==> config.mk <==
export PLATFORM = sky130hd
export DESIGN_NAME = dot_product_engine
export DESIGN_NICKNAME = d
export VERILOG_FILES = /design/src/rtl/dot_product_engine.sv
export SDC_FILE = /design/constraint.sdc
export NUM_CORES = 1
export LEC_CHECK = 0
export ABC_AREA = 1
export CAP_MARGIN = 5
export CORE_MARGIN = 10
export CORE_UTILIZATION = 35
export CTS_CLUSTER_SIZE = 10
export DETAILED_ROUTE_END_ITERATION = 10
export MAX_ROUTING_LAYER = met4
export PLACE_DENSITY = 0.62
export SYNTH_ARGS = -nofsm -noshare
export SYNTH_HDL_FRONTEND = slang
export SYNTH_SLANG_ARGS = --single-unit
==> constraint.sdc <==
create_clock -name clk -period 6.2 [get_ports clk]
set_input_delay 1.55 -clock clk [delete_from_list [all_inputs] [get_ports clk]]
set_output_delay 1.55 -clock clk [all_outputs]
set_load 0.01 [all_outputs]
==> src/rtl/dot_product_engine.sv <==
`default_nettype none
// ============================================================================
//  Module      : dot_product_engine
//  Description : Streams VECTOR_WIDTH operand pairs per vector from two
//                lock-step memories, accumulates the unsigned products and
//                hands each dot product downstream with a valid/ready hold.
//  Revision    : 1.0  initial release
// ============================================================================
module dot_product_engine #(
  parameter int DATA_WIDTH   = 8,
  parameter int VECTOR_WIDTH = 4,
  parameter int ADDR_WIDTH   = 4,
  parameter int RESULT_WIDTH = 2*DATA_WIDTH + $clog2(VECTOR_WIDTH)
) (
  input  logic                    clk,
  input  logic                    rst,
  input  logic                    start,
  input  logic [ADDR_WIDTH-1:0]   vec_count,
  output logic                    mem_rd_en,
  output logic [ADDR_WIDTH-1:0]   mem_rd_addr,
  input  logic [DATA_WIDTH-1:0]   mem_a_data,
  input  logic [DATA_WIDTH-1:0]   mem_b_data,
  output logic [RESULT_WIDTH-1:0] dot_product_result,
  output logic                    result_valid,
  input  logic                    result_ready,
  output logic                    processing_done,
  output logic                    busy
);

  localparam int                    ELEM_W    = (VECTOR_WIDTH > 1) ? $clog2(VECTOR_WIDTH) : 1;
  localparam logic [ELEM_W-1:0]     ELEM_LAST = ELEM_W'(VECTOR_WIDTH - 1);
  localparam logic [ADDR_WIDTH-1:0] BASE_STEP = ADDR_WIDTH'(VECTOR_WIDTH);

  typedef enum logic [2:0] {
    S_IDLE  = 3'd0,
    S_READ  = 3'd1,
    S_DRAIN = 3'd2,
    S_EMIT  = 3'd3,
    S_DONE  = 3'd4
  } state_t;

  state_t                  state_q, state_d;
  logic [ADDR_WIDTH-1:0]   cnt_q, cnt_d;      // latched vec_count
  logic [ADDR_WIDTH-1:0]   vidx_q, vidx_d;    // current vector index
  logic [ELEM_W-1:0]       elem_q, elem_d;    // element index within vector
  logic [ADDR_WIDTH-1:0]   base_q, base_d;    // base address of current vector
  logic [RESULT_WIDTH-1:0] acc_q, acc_d;
  logic [RESULT_WIDTH-1:0] result_q, result_d;
  logic                    rd_pend_q;         // read issued last cycle, data now present
  logic                    first_q;           // that read was element 0 of its vector

  logic [2*DATA_WIDTH-1:0] prod;
  logic [RESULT_WIDTH-1:0] sum;
  logic [ADDR_WIDTH:0]     vidx_next_ext;

  // Full-width unsigned product; the first product of a vector overwrites the accumulator
  assign prod = {{DATA_WIDTH{1'b0}}, mem_a_data} * {{DATA_WIDTH{1'b0}}, mem_b_data};
  assign sum  = first_q ? RESULT_WIDTH'(prod) : acc_q + RESULT_WIDTH'(prod);
  assign vidx_next_ext = {1'b0, vidx_q} + (ADDR_WIDTH+1)'(1);

  assign mem_rd_en          = (state_q == S_READ);
  assign mem_rd_addr        = (state_q == S_READ) ? base_q + ADDR_WIDTH'(elem_q) : '0;
  assign dot_product_result = result_q;
  assign result_valid       = (state_q == S_EMIT);
  assign processing_done    = (state_q == S_DONE);
  assign busy               = (state_q != S_IDLE);

  // Next-state and datapath update decode
  always_comb begin
    state_d  = state_q;
    cnt_d    = cnt_q;
    vidx_d   = vidx_q;
    elem_d   = elem_q;
    base_d   = base_q;
    acc_d    = acc_q;
    result_d = result_q;

    if (rd_pend_q) begin
      acc_d = sum;
    end

    case (state_q)
      S_IDLE: begin
        if (start) begin
          cnt_d   = vec_count;
          vidx_d  = '0;
          elem_d  = '0;
          acc_d   = '0;
          base_d  = '0;
          state_d = (vec_count == '0) ? S_DONE : S_READ;
        end
      end
      S_READ: begin
        elem_d = elem_q + ELEM_W'(1);
        if (elem_q == ELEM_LAST) begin
          elem_d  = '0;
          state_d = S_DRAIN;
        end
      end
      S_DRAIN: begin
        // Last product arrives this cycle; fold it straight into the result
        result_d = sum;
        state_d  = S_EMIT;
      end
      S_EMIT: begin
        if (result_ready) begin
          if (vidx_next_ext < {1'b0, cnt_q}) begin
            vidx_d  = vidx_q + ADDR_WIDTH'(1);
            base_d  = base_q + BASE_STEP;
            state_d = S_READ;
          end else begin
            state_d = S_DONE;
          end
        end
      end
      S_DONE: begin
        state_d = S_IDLE;
      end
      default: begin
        state_d = S_IDLE;
      end
    endcase
  end

  // State and datapath registers with synchronous reset
  always_ff @(posedge clk) begin
    if (rst) begin
      state_q   <= S_IDLE;
      cnt_q     <= '0;
      vidx_q    <= '0;
      elem_q    <= '0;
      base_q    <= '0;
      acc_q     <= '0;
      result_q  <= '0;
      rd_pend_q <= 1'b0;
      first_q   <= 1'b0;
    end else begin
      state_q   <= state_d;
      cnt_q     <= cnt_d;
      vidx_q    <= vidx_d;
      elem_q    <= elem_d;
      base_q    <= base_d;
      acc_q     <= acc_d;
      result_q  <= result_d;
      rd_pend_q <= (state_q == S_READ);
      first_q   <= (state_q == S_READ) && (elem_q == '0);
    end
  end

endmodule
`default_nettype wire
==> reports/qor.yml <==
run_status:
  outcome: "finished clean"
route:
  routed-via-count: 5626
  finalWirelength_um: 14800
  dr.pass1.iters: 5
  drt_first_iter_violations: 280
  drc: 0
  vias_per_cell: 4.56
  avgRoutedWirePerCell_um: 12.0
  ant_nets: 0
worst_setup_path:
  r2r-end: "acc_q[4]$_SDFF_PP0_"
  path_max_fanout: 5
  rrSetupSlack_ps: 4070
  arrival_ps: 6090
  reg2reg_depth: 5
  cp-end-kind: "register"
  critPathRequiredTime_ps: 6400
  worstReg2RegStart: "first_q$_SDFF_PP0_"
  path_class: "in -> reg"
  crit_path_start_kind: "input pin"
layout:
  drive_gt1_share_pct: 17.4
  stdcell_count: 1234
  nFillCells: 1702
  final_cell_mix: "nand2_1, inv_1, buf_4, nor2_1, dfxtp_1"
  diodes: 0
  area_delta_synth_final_pct: 29.5
  layout_commonest_cell: "nand2_1"
  final_nets: 1132
place:
  routabilityCongestion: 0.936
  post-place-ws_ps: -869
  io_buffer_count: 49
  dp_hpwl_um: 11700
  place_inst: 1220
clock_tree:
  clockBufferDepth: 2
  cts_sinks: 53
  clkLatencyLatePin_ps: 300
  ctsHoldBuffers: 0
  clkSlewWorstSetupHoldPaths_ps: 70
  cts_tree: "built"
  h-tree-depth: 2
  root_buffer: "clkbuf_16"
  numCtsBuffers: 5
floorplanning:
  dieArea_um2: 22200
  ios: 50
  initial_core_util_pct: 35.4
  coreArea_um2: 16500
  fp.dieH_um: 149
  rows: 47
  die_w_um: 149
power_and_ir_drop:
  switchingPower_mw: 1.54
  swShare_pct: 45.6
  power.leakage_nw: 4.23
  powerDensity_nw_per_um2: 447
  peakVddDrop_mv: 0.229
  clkPwrFrac_pct: 10.9
  power_frac_seq_pct: 13.9
  cellInternalPower_mw: 1.83
  comb_power_share_pct: 75.2
global_route:
  grt-ovfl-total: 0
  first_global_vias: 5710
  grt_pass1_wl_um: 26000
  grt_max_degree: 30
  antenna_found_initial: 0
  grt.total_usage_pct: 14.2
timing:
  finalCritPeriodShare_pct: 95.0
  fin_worst_skew_ps: 8.36
  finalCriticalPeriod_ps: 5890
  finalHoldViolCount: 0
  setup_viol: 0
  timing.fmax_mhz: 170
  worst_slack_ps: 307
  worstMarginPinSlew_ps: 912
  whs_ps: 462
  slew_headroom_pct: 39.1
  slew_violations: 0
synth:
  netlist-cell-type-count: 38
  ys_warn_count: 0
  yosys_most_used_dff: "dfxtp_1"
  synth_edf_count: 0
  async_flop_share_pct: 0
  synth.cell_area_um2: 5820
  yosysSeqAreaShare_pct: 18.2
  postSynthCellCount: 909
  synth_seq_cells: 53
  avgSynthCellArea_um2: 6.41
  syn_nets: 1028
worst_hold_path:
  holdPathStages: 2
  hp-class: "reg -> reg"
  worstHoldEndpoint: "cnt_q[2]$_SDFFE_PP0P_"
  min-delay-start: "cnt_q[2]$_SDFFE_PP0P_"
flow_run:
  maxCapViolCount: 0
sequential cells by signal, summed over array words and instances (netlist names):
signal,count
cnt_q,4
elem_q,2
state_q,3
dot_product_result,18
base_q,2
rd_pend_q,1
vidx_q,4
first_q,1
acc_q,18
worst max path at each step:
stage	endpoint	slack, ps	from
floorplan	acc_q[13]$_SDFF_PP0_	20	mem_a_data[0]
global placement	dot_product_result[13]$_SDFFE_PP0P_	-880	mem_b_data[6]
detailed placement	dot_product_result[13]$_SDFFE_PP0P_	-870	mem_b_data[4]
CTS	dot_product_result[14]$_SDFFE_PP0P_	5	mem_a_data[4]
global route	acc_q[13]$_SDFF_PP0_	-40	mem_a_data[3]
finish	acc_q[15]$_SDFF_PP0_	310	mem_b_data[7]
layer usage:
layer / vias to the layer above / wire, µm / track usage [%]
met5: - / 0 / -
met4: 0 / 180 / 3.29
li1: 2978 / - / -
met1: 2546 / 7470 / 18.4
met2: 88 / 6690 / 23.3
met3: 14 / 410 / 1.58
power by group through the flow:
stage	Sequential, mW	Combinational (mW)	Clock [mW]
2_1_floorplan	0.462	1.30	0
3_3_place_gp	0.470	2.10	0
3_5_place_dp	0.469	2.10	0
4_1_cts	0.464	2.25	0.378
5_1_grt	0.477	2.85	0.388
6_report	0.468	2.54	0.367
stage by stage:
| stage | instance area, µm² | utilization [%] | setup TNS (ps) | total power [mW] |
|---|---|---|---|---|
| after floorplan | 5820 | - | 0 | 1.76 |
| final | 7540 | 45.8 | 0 | 3.37 |
| after CTS | 7340 | 44.6 | 0 | 3.10 |
| after global routing | 7540 | 45.8 | -55.0 | 3.72 |
| after global placement | 7010 | 42.6 | -14960 | 2.57 |
| after detailed placement | 7010 | 42.6 | -15080 | 2.57 |
synth_stat cells, types with 5 or more instances:
cell | n | area share, %
inv_1 | 202 | 13
o21ai_0 | 28 | 2.4
xor2_1 | 7 | 1.1
dfxtp_1 | 53 | 18
o21a_1 | 6 | 0.77
nand3b_1 | 8 | 1.0
fa_1 | 37 | 13
o21ai_1 | 5 | 0.43
inv_2 | 7 | 0.45
a21oi_1 | 44 | 3.8
nand4_1 | 11 | 1.2
nand2_1 | 250 | 16
clkbuf_1 | 25 | 1.6
nor3_1 | 7 | 0.60
nand3_1 | 56 | 4.8
nor2_1 | 66 | 4.3
o21bai_1 | 7 | 0.90
ha_1 | 58 | 12
critical path, cell delays in order:
cell      delay [ps]
clkbuf_4         140
buf_4            150
nand2_1           50
inv_1             50
fa_1             530
inv_1             50
fa_1             530
inv_1             60
fa_1             480
ha_1             300
ha_1             360
nand2_1          120
buf_4            150
nor2_2            90
nand3_1          100
nand3_1          100
nand2_1           80
and2_4           150
ha_4             280
nand2_2           90
nor3_2           180
nand2_1           90
nand2_1           70
nand2_1           40
nand3_1           70
nand3_1           90
nand2_1           80
inv_1             30
cells by family after synthesis:
group | share of synthesized area (%)
AOI/OAI and AO/OA | 9.22
xor gates and xnor gates | 1.65
adders and majority gates | 25.2
buffers and inverters | 15.4
DFF | 18.2
and+or+nand+nor | 30.3
layout make-up:
class	instances	area, µm²	share of cell area [%]
clock buffer	5	125	1.66
inverter	209	785	10.4
tap	220	275	3.65
multi-input combinational	618	4210	55.8
timing repair buffer	126	1020	13.5
clock inverter	3	68.8	0.912
sequential	53	1060	14.1
what timing repair did:
action / CTS / global route
setup buffers: 1 / 5
gates cloned: 0 / 0
pin swaps: 9 / 37
endpoints found under the setup margin: 22 / 23
gates resized for setup: 57 / 68
(Power assumes the default switching activity.)
